**config.mk**
```make
export PLATFORM = sky130hd
export DESIGN_NAME = serial_add_sequencer
export DESIGN_NICKNAME = d
export VERILOG_FILES = /design/src/rtl/serial_add_sequencer.sv
export SDC_FILE = /design/constraint.sdc
export NUM_CORES = 1
export LEC_CHECK = 0
export CAP_MARGIN = 0
export CORE_MARGIN = 2
export CORE_UTILIZATION = 55
export CTS_BUF_LIST = sky130_fd_sc_hd__clkbuf_16
export DETAILED_ROUTE_END_ITERATION = 10
export GPL_TIMING_DRIVEN = 0
export PLACE_DENSITY_LB_ADDON = 0.2
export SLEW_MARGIN = 10
export SYNTH_ARGS = -nofsm -noshare
export SYNTH_HDL_FRONTEND = slang
export SYNTH_SLANG_ARGS = --single-unit
```
**constraint.sdc**
```tcl
create_clock -name clk -period 4.67 [get_ports clk]
set_input_delay 0.467 -clock clk [delete_from_list [all_inputs] [get_ports clk]]
set_output_delay 0.467 -clock clk [all_outputs]
set_load 0.02 [all_outputs]
```
**src/rtl/serial_add_sequencer.sv**
```systemverilog
// Multi-cycle adder/subtractor that pushes a WORD_W operation through one SLICE_W adder,
// one slice per clock, with a valid/ready handshake on both the request and result sides.
module serial_add_sequencer #(
    parameter int WORD_W  = 32,
    parameter int SLICE_W = 8
) (
    input  logic              clk,
    input  logic              rst_n,
    input  logic              start_valid,
    output logic              start_ready,
    input  logic [WORD_W-1:0] op_a,
    input  logic [WORD_W-1:0] op_b,
    input  logic              sub,
    input  logic              cin,
    output logic              res_valid,
    input  logic              res_ready,
    output logic [WORD_W-1:0] result,
    output logic              carry_out,
    output logic              overflow,
    output logic              busy
);

    localparam int N     = WORD_W / SLICE_W;
    localparam int CNT_W = (N > 1) ? $clog2(N) : 1;

    localparam logic [1:0] IDLE = 2'd0;
    localparam logic [1:0] CALC = 2'd1;
    localparam logic [1:0] DONE = 2'd2;

    localparam logic [CNT_W-1:0] LAST = CNT_W'(N - 1);

    logic [1:0]         state;
    logic [CNT_W-1:0]   cnt;
    logic               carry_reg;
    logic [WORD_W-1:0]  a_reg;
    logic [WORD_W-1:0]  b_reg;
    logic [SLICE_W-1:0] a_slice;
    logic [SLICE_W-1:0] b_slice;
    logic [SLICE_W-1:0] slice_sum;
    logic               slice_carry;

    assign start_ready = (state == IDLE) && rst_n;
    assign res_valid   = (state == DONE);
    assign busy        = (state != IDLE);

    // Select the operand slices addressed by the counter and feed the single adder slice.
    always_comb begin
        a_slice = '0;
        b_slice = '0;
        for (int i = 0; i < N; i++) begin
            if (cnt == CNT_W'(i)) begin
                a_slice = a_reg[i*SLICE_W +: SLICE_W];
                b_slice = b_reg[i*SLICE_W +: SLICE_W];
            end
        end
        {slice_carry, slice_sum} = {1'b0, a_slice} + {1'b0, b_slice}
                                 + {{SLICE_W{1'b0}}, carry_reg};
    end

    always_ff @(posedge clk) begin
        if (!rst_n) begin
            state     <= IDLE;
            cnt       <= '0;
            carry_reg <= 1'b0;
            a_reg     <= '0;
            b_reg     <= '0;
            result    <= '0;
            carry_out <= 1'b0;
            overflow  <= 1'b0;
        end else begin
            case (state)
                IDLE: begin
                    if (start_valid) begin
                        a_reg     <= op_a;
                        b_reg     <= sub ? ~op_b : op_b;
                        carry_reg <= sub ? 1'b1 : cin;
                        cnt       <= '0;
                        state     <= CALC;
                    end
                end
                CALC: begin
                    for (int i = 0; i < N; i++) begin
                        if (cnt == CNT_W'(i)) begin
                            result[i*SLICE_W +: SLICE_W] <= slice_sum;
                        end
                    end
                    carry_reg <= slice_carry;
                    // The final slice holds the word MSB, so flags can be taken straight off the adder.
                    if (cnt == LAST) begin
                        cnt       <= '0;
                        state     <= DONE;
                        carry_out <= slice_carry;
                        overflow  <= (a_reg[WORD_W-1] == b_reg[WORD_W-1])
                                  && (slice_sum[SLICE_W-1] != a_reg[WORD_W-1]);
                    end else begin
                        cnt <= cnt + 1'b1;
                    end
                end
                DONE: begin
                    if (res_ready) begin
                        state <= IDLE;
                    end
                end
                default: begin
                    state <= IDLE;
                end
            endcase
        end
    end

endmodule

```
## Word-level counts from Yosys, hierarchy flattened

Cells that the tools add are included.

| cells by class | value |
|---|---|
| add/sub/neg operators | 3 |
| divide/modulo/power cells | 0 |
| reductions and logical operators | 13 |
| $lt $le $gt $ge | 0 |
| multipliers | 0 |
| mux-type cells | 19 |
| bitwise operators | 1 |
| shifts and indexed selects | 0 |
| equality and inequality tests | 10 |

Operator list:

| operator | number |
|---|---|
| 8-bit 2-to-1 mux | 8 |
| 32-bit 2-to-1 mux | 1 |
| 32-bit NOT | 1 |
| 2-bit AND reduction | 6 |
| 2-bit 2-to-1 mux | 5 |
| 8-bit by 8-bit adder with 9-bit output | 1 |
| 9-bit by 1-bit adder with 9-bit output | 1 |
| 2-bit == test, second input constant | 3 |
| 2-bit one-hot mux with 3 select lines | 1 |
| 2-bit by 1-bit == test with 1-bit output, second input constant | 2 |
| 2-bit logical NOT | 2 |
| 2-bit inequality test, second input constant | 2 |
| 2-bit one-hot mux with 2 select lines | 1 |
| 2-bit nonzero test | 2 |
| 3-bit AND reduction | 1 |
| 2-bit by 1-bit adder with 2-bit output, second input constant | 1 |
| 1-bit logical AND | 2 |
| 1-bit 2-to-1 mux | 2 |
| 2-bit by 1-bit inequality test with 1-bit output, second input constant | 1 |
| 1-bit one-hot mux with 2 select lines | 1 |
| 1-bit == test | 1 |
| 1-bit inequality test | 1 |

| word-level totals | value |
|---|---|
| bits in latches | 0 |
| bits in read-only memories | 0 |
| memory bits (writable) | 0 |
| register bits after elaboration | 103 |
| memories | 0 |

## Longest topological paths before layout

| depth | value |
|---|---|
| word-level depth | 9 |
| gate-level depth with buffers | 15 |

## Least setup slack after synthesis

OpenSTA, ideal clock, no wires.

| timing path | value |
|---|---|
| path kind | reg-to-reg |
| start point | register cnt[1] |
| end point | register result[14] |
| period minus slack after synthesis | 3132 ps |
| cell stages (with the launch flop) | 16 |
| slack | 1538 ps |
| arrival time | 2999 ps |
| cells stage by stage | dfxtp_1 inv_1 ha_1 clkbuf_1 nand3b_1 a21oi_1 a21oi_1 nor2_1 a21oi_1 fa_1 fa_1 nor2b_1 o21ai_0 a21o_1 a211oi_1 o21ai_0 |

| between the ends | value |
|---|---|
| cells in the longest elaborated chain, start to end | 7 |
| elaborated cells on any way between the ends | 15 |
| classes of those cells | add/sub: 2; eq/ne: 3; mux: 8; reduce/logical: 2 |

Ends and longest elaborated chain:

| item | line | text |
|---|---|---|
| start, declared | 33 | `logic [CNT_W-1:0] cnt;` |
| start signal, assigned | 96 | `cnt <= cnt + 1'b1;` |
| 2-bit logical NOT | 51 | `if (cnt == CNT_W'(i)) begin` |
| 8-bit 2-to-1 mux (4 in series) | 51 |  |
| 8-bit by 8-bit adder with 9-bit output | 56 | `{slice_carry, slice_sum} = {1'b0, a_slice} + {1'b0, b_slice}` |
| 9-bit by 1-bit adder with 9-bit output | 57 | `+ {{SLICE_W{1'b0}}, carry_reg};` |
| end signal, assigned by index | 84 | `result[i*SLICE_W +: SLICE_W] <= slice_sum;` |
| end, declared | 17 | `output logic [WORD_W-1:0] result,` |

Several ways; a longest one is shown, not always the timed one.
A chain may end at the register's enable or synchronous reset.

## Worst setup path in the final report

| timing path | value |
|---|---|
| start point | register cnt[0] |
| end point | register result[30] |

Same word-level chain as after synthesis.

==> results_dict.tcl <==
set metrics [dict create \
    final_nets 820 \
    grt_pass1_vias 4688 \
    ys_ff_latch 103 \
    critPathKind "reg -> reg" \
    min_from "result[11]$_SDFFE_PN0P_" \
    fmax_ghz 0.256 \
    worst_path_largest_cell_delay_ps 450 \
    arrival_ps 4120 \
    clkLatencyLatePin_ps 350 \
    num_antenna_cells 0 \
    whs_path_depth 2 \
    report.final.hold_viol_count 0 \
    cts_tree "done" \
    tns_ps 0 \
    place.gp.congestion 0.918 \
    die_y_um 97.7 \
    period_needed_ps 3910 \
    finalSetupViolCount 0 \
    drt-vias-per-instance 5.60 \
    yosysUniqueCellTypes 33 \
    reg2reg_depth 15 \
    ff2ff_setup_slack_ps 760 \
    p_per_area_nw_per_um2 340 \
    drc 0 \
    synth_top_cell_area_share 0.427 \
    synth_nets 704 \
    async_flop_share 0 \
    wire_per_inst_um 16.0 \
    cts_hold_buf 0 \
    cts.sinks 103 \
    synth_area_leaders "dfxtp_1 43%, nand2_1 9.8%, a21oi_1 9.3%" \
    synth_flop_cell "dfxtp_1" \
    yosysTopAreaCell "dfxtp_1" \
    timing.rr.start "cnt[0]$_SDFFE_PN0P_" \
    synthCells 621 \
    portBuffers 105 \
    power_leakage_uw 0.00222 \
    path_common_cell "a21oi_1" \
    cts_max_path_buffers 2 \
    seqCellArea_um2 2060 \
    antenna_found_initial 0 \
    drv_slew 0 \
    drt_iter0_drc 279 \
    slew_headroom 0.615 \
    drt-total-wl_um 13600 \
    r2r_end "result[30]$_SDFFE_PN0P_" \
    cts_setup_buffers 0 \
    grt_first_pass_wirelength_um 22200 \
    worstSetupEndpointType "register" \
    io_pins 107 \
    vdd_ir_drop_max_uv 192 \
    path_max_fanout 10 \
    place_area_um2 6020 \
    cp-start-kind "register" \
    min_to "result[11]$_SDFFE_PN0P_" \
    antenna_left 0 \
    syn2layout_area_growth_pct 30.7 \
    dp_hpwl_um 10300 \
    fin_skew_ps 9.58 \
    stdcell_area_um2 6310 \
    tightestPinTransition_ps 578 \
    status "complete, no violations" \
    grt.total_usage 0.288 \
    critical_path.slowest_cell "fa_1" \
    dieArea_um2 9550 \
    rows 34 \
    synth_edf_count 0 \
    cts_buffers 9 \
    cts_resized 0 \
    max-cap-violations 0 \
    crit_chain "inv_1 > ha_1 > clkbuf_1 > clkbuf_1 > a21oi_1 > a21oi_1 > nor2_1 > a21oi_1 > fa_1 > fa_1 > nor2b_1 > o21ai_0 > a21o_1 > a211oi_1 > o21ai_0" \
    root_buffer "clkbuf_16" \
    multi_input_area_um2 2540 \
    path_clk_slew_ps 70 \
    htreeDepth 3 \
    ys_warn_count 0 \
    via_count 4762 \
    synth.most_common_cell "nand2_1" \
    grt.overflow.total 0 \
    cp.required_ps 4880 \
    firstDrtPassIters 5 \
    grt_setup_unrepaired "no" \
    grt_max_degree 18 \
    core_area_um2 8640 \
    avgSynthCellArea_um2 7.78 \
    ys_seq_area_frac 0.427 \
    start_util 0.559 \
    crit_start "cnt[0]$_SDFFE_PN0P_" \
    hold_path.class "reg -> reg" \
    synth_area_um2 4830 \
    synth_common_cells "126 x nand2_1, 103 x dfxtp_1, 90 x a21oi_1, 54 x nor2_1, 44 x a211oi_1" \
    post-route-period-util 0.837 \
    nFillCells 711 \
    die_x_um 97.7 \
    drive_gt1_frac 0.0296 \
]
==> cells in the final DEF (no fill, tap or decap), types with 5 or more instances in the layout <==
| master | instances |
|---|---|
| a211oi_1 | 44 |
| a21o_1 | 5 |
| a21oi_1 | 90 |
| ha_1 | 11 |
| nor2_1 | 54 |
| nand2_1 | 126 |
| o21ai_0 | 25 |
| dfxtp_1 | 103 |
| nand3_1 | 16 |
| clkbuf_1 | 38 |
| o31ai_1 | 5 |
| buf_2 | 6 |
| nand3b_1 | 16 |
| clkdlybuf4s50_1 | 105 |
| clkbuf_16 | 9 |
| inv_1 | 11 |
| xnor2_1 | 33 |
| or3_1 | 6 |
==> worst max path at each step <==
stage | endpoint | slack [ps] | depth (start not counted)
finish | result[30]$_SDFFE_PN0P_ | 760 | 15
global route | result[30]$_SDFFE_PN0P_ | 490 | 15
CTS | result[30]$_SDFFE_PN0P_ | 840 | 15
detailed placement | result[30]$_SDFFE_PN0P_ | 900 | 15
global placement | result[14]$_SDFFE_PN0P_ | 1010 | 15
floorplan | result[14]$_SDFFE_PN0P_ | 1540 | 15
==> per-stage QoR <==
stage / hold WS [ps] / utilization / total power (uW) / setup WS, ps / instances
global placement: 443 / 0.697 / 1380 / 1010 / 834
CTS: 457 / 0.731 / 2140 / 842 / 850
detailed placement: 448 / 0.697 / 1390 / 902 / 834
global route: 476 / 0.731 / 2230 / 490 / 850
floorplan: 436 / - / 1230 / 1540 / 621
finish: 458 / 0.731 / 2140 / 760 / 850
==> final cells by class <==
class | instances | area share
buffer | 47 | 0.0291
clock buffer | 9 | 0.0357
clock inverter | 7 | 0.0113
inverter | 11 | 0.00654
multi-input combinational | 460 | 0.403
sequential | 103 | 0.327
tap | 108 | 0.0214
timing repair buffer | 105 | 0.166
==> routing by layer <==
metal / track usage / routed length (um)
met1: 0.348 / 5470
met3: 0.0396 / 706
met4: 0.114 / 402
met2: 0.519 / 7000
met5: 0 / 0
==> cell families (layout without fill, tap and decap cells) <==
kind of cell	count (synthesis)	count (layout)	share of synthesized area
compound gates	179	179	0.218
buf+inv	58	179	0.0466
xor+xnor	33	33	0.0598
mux	1	1	0.00233
fa+ha+maj	13	13	0.0368
flops	103	103	0.427
simple gates	234	234	0.209
==> worst max-delay path, delay by kind of cell (launching register included) <==
family	cells	cell delay, ps
compound gates	7	1470
buf+inv	3	580
fa+ha+maj	3	1070
simple gates	2	260
flops	1	410
==> report_power, final <==
| part | internal, uW | total, uW | leakage, uW | switching, uW |
|---|---|---|---|---|
| sequential | 932 | 964 | 0.000844 | 32.7 |
| combinational | 182 | 418 | 0.00123 | 236 |
| clock | 417 | 761 | 0.000145 | 344 |
Power figures use the tool's default switching activity.
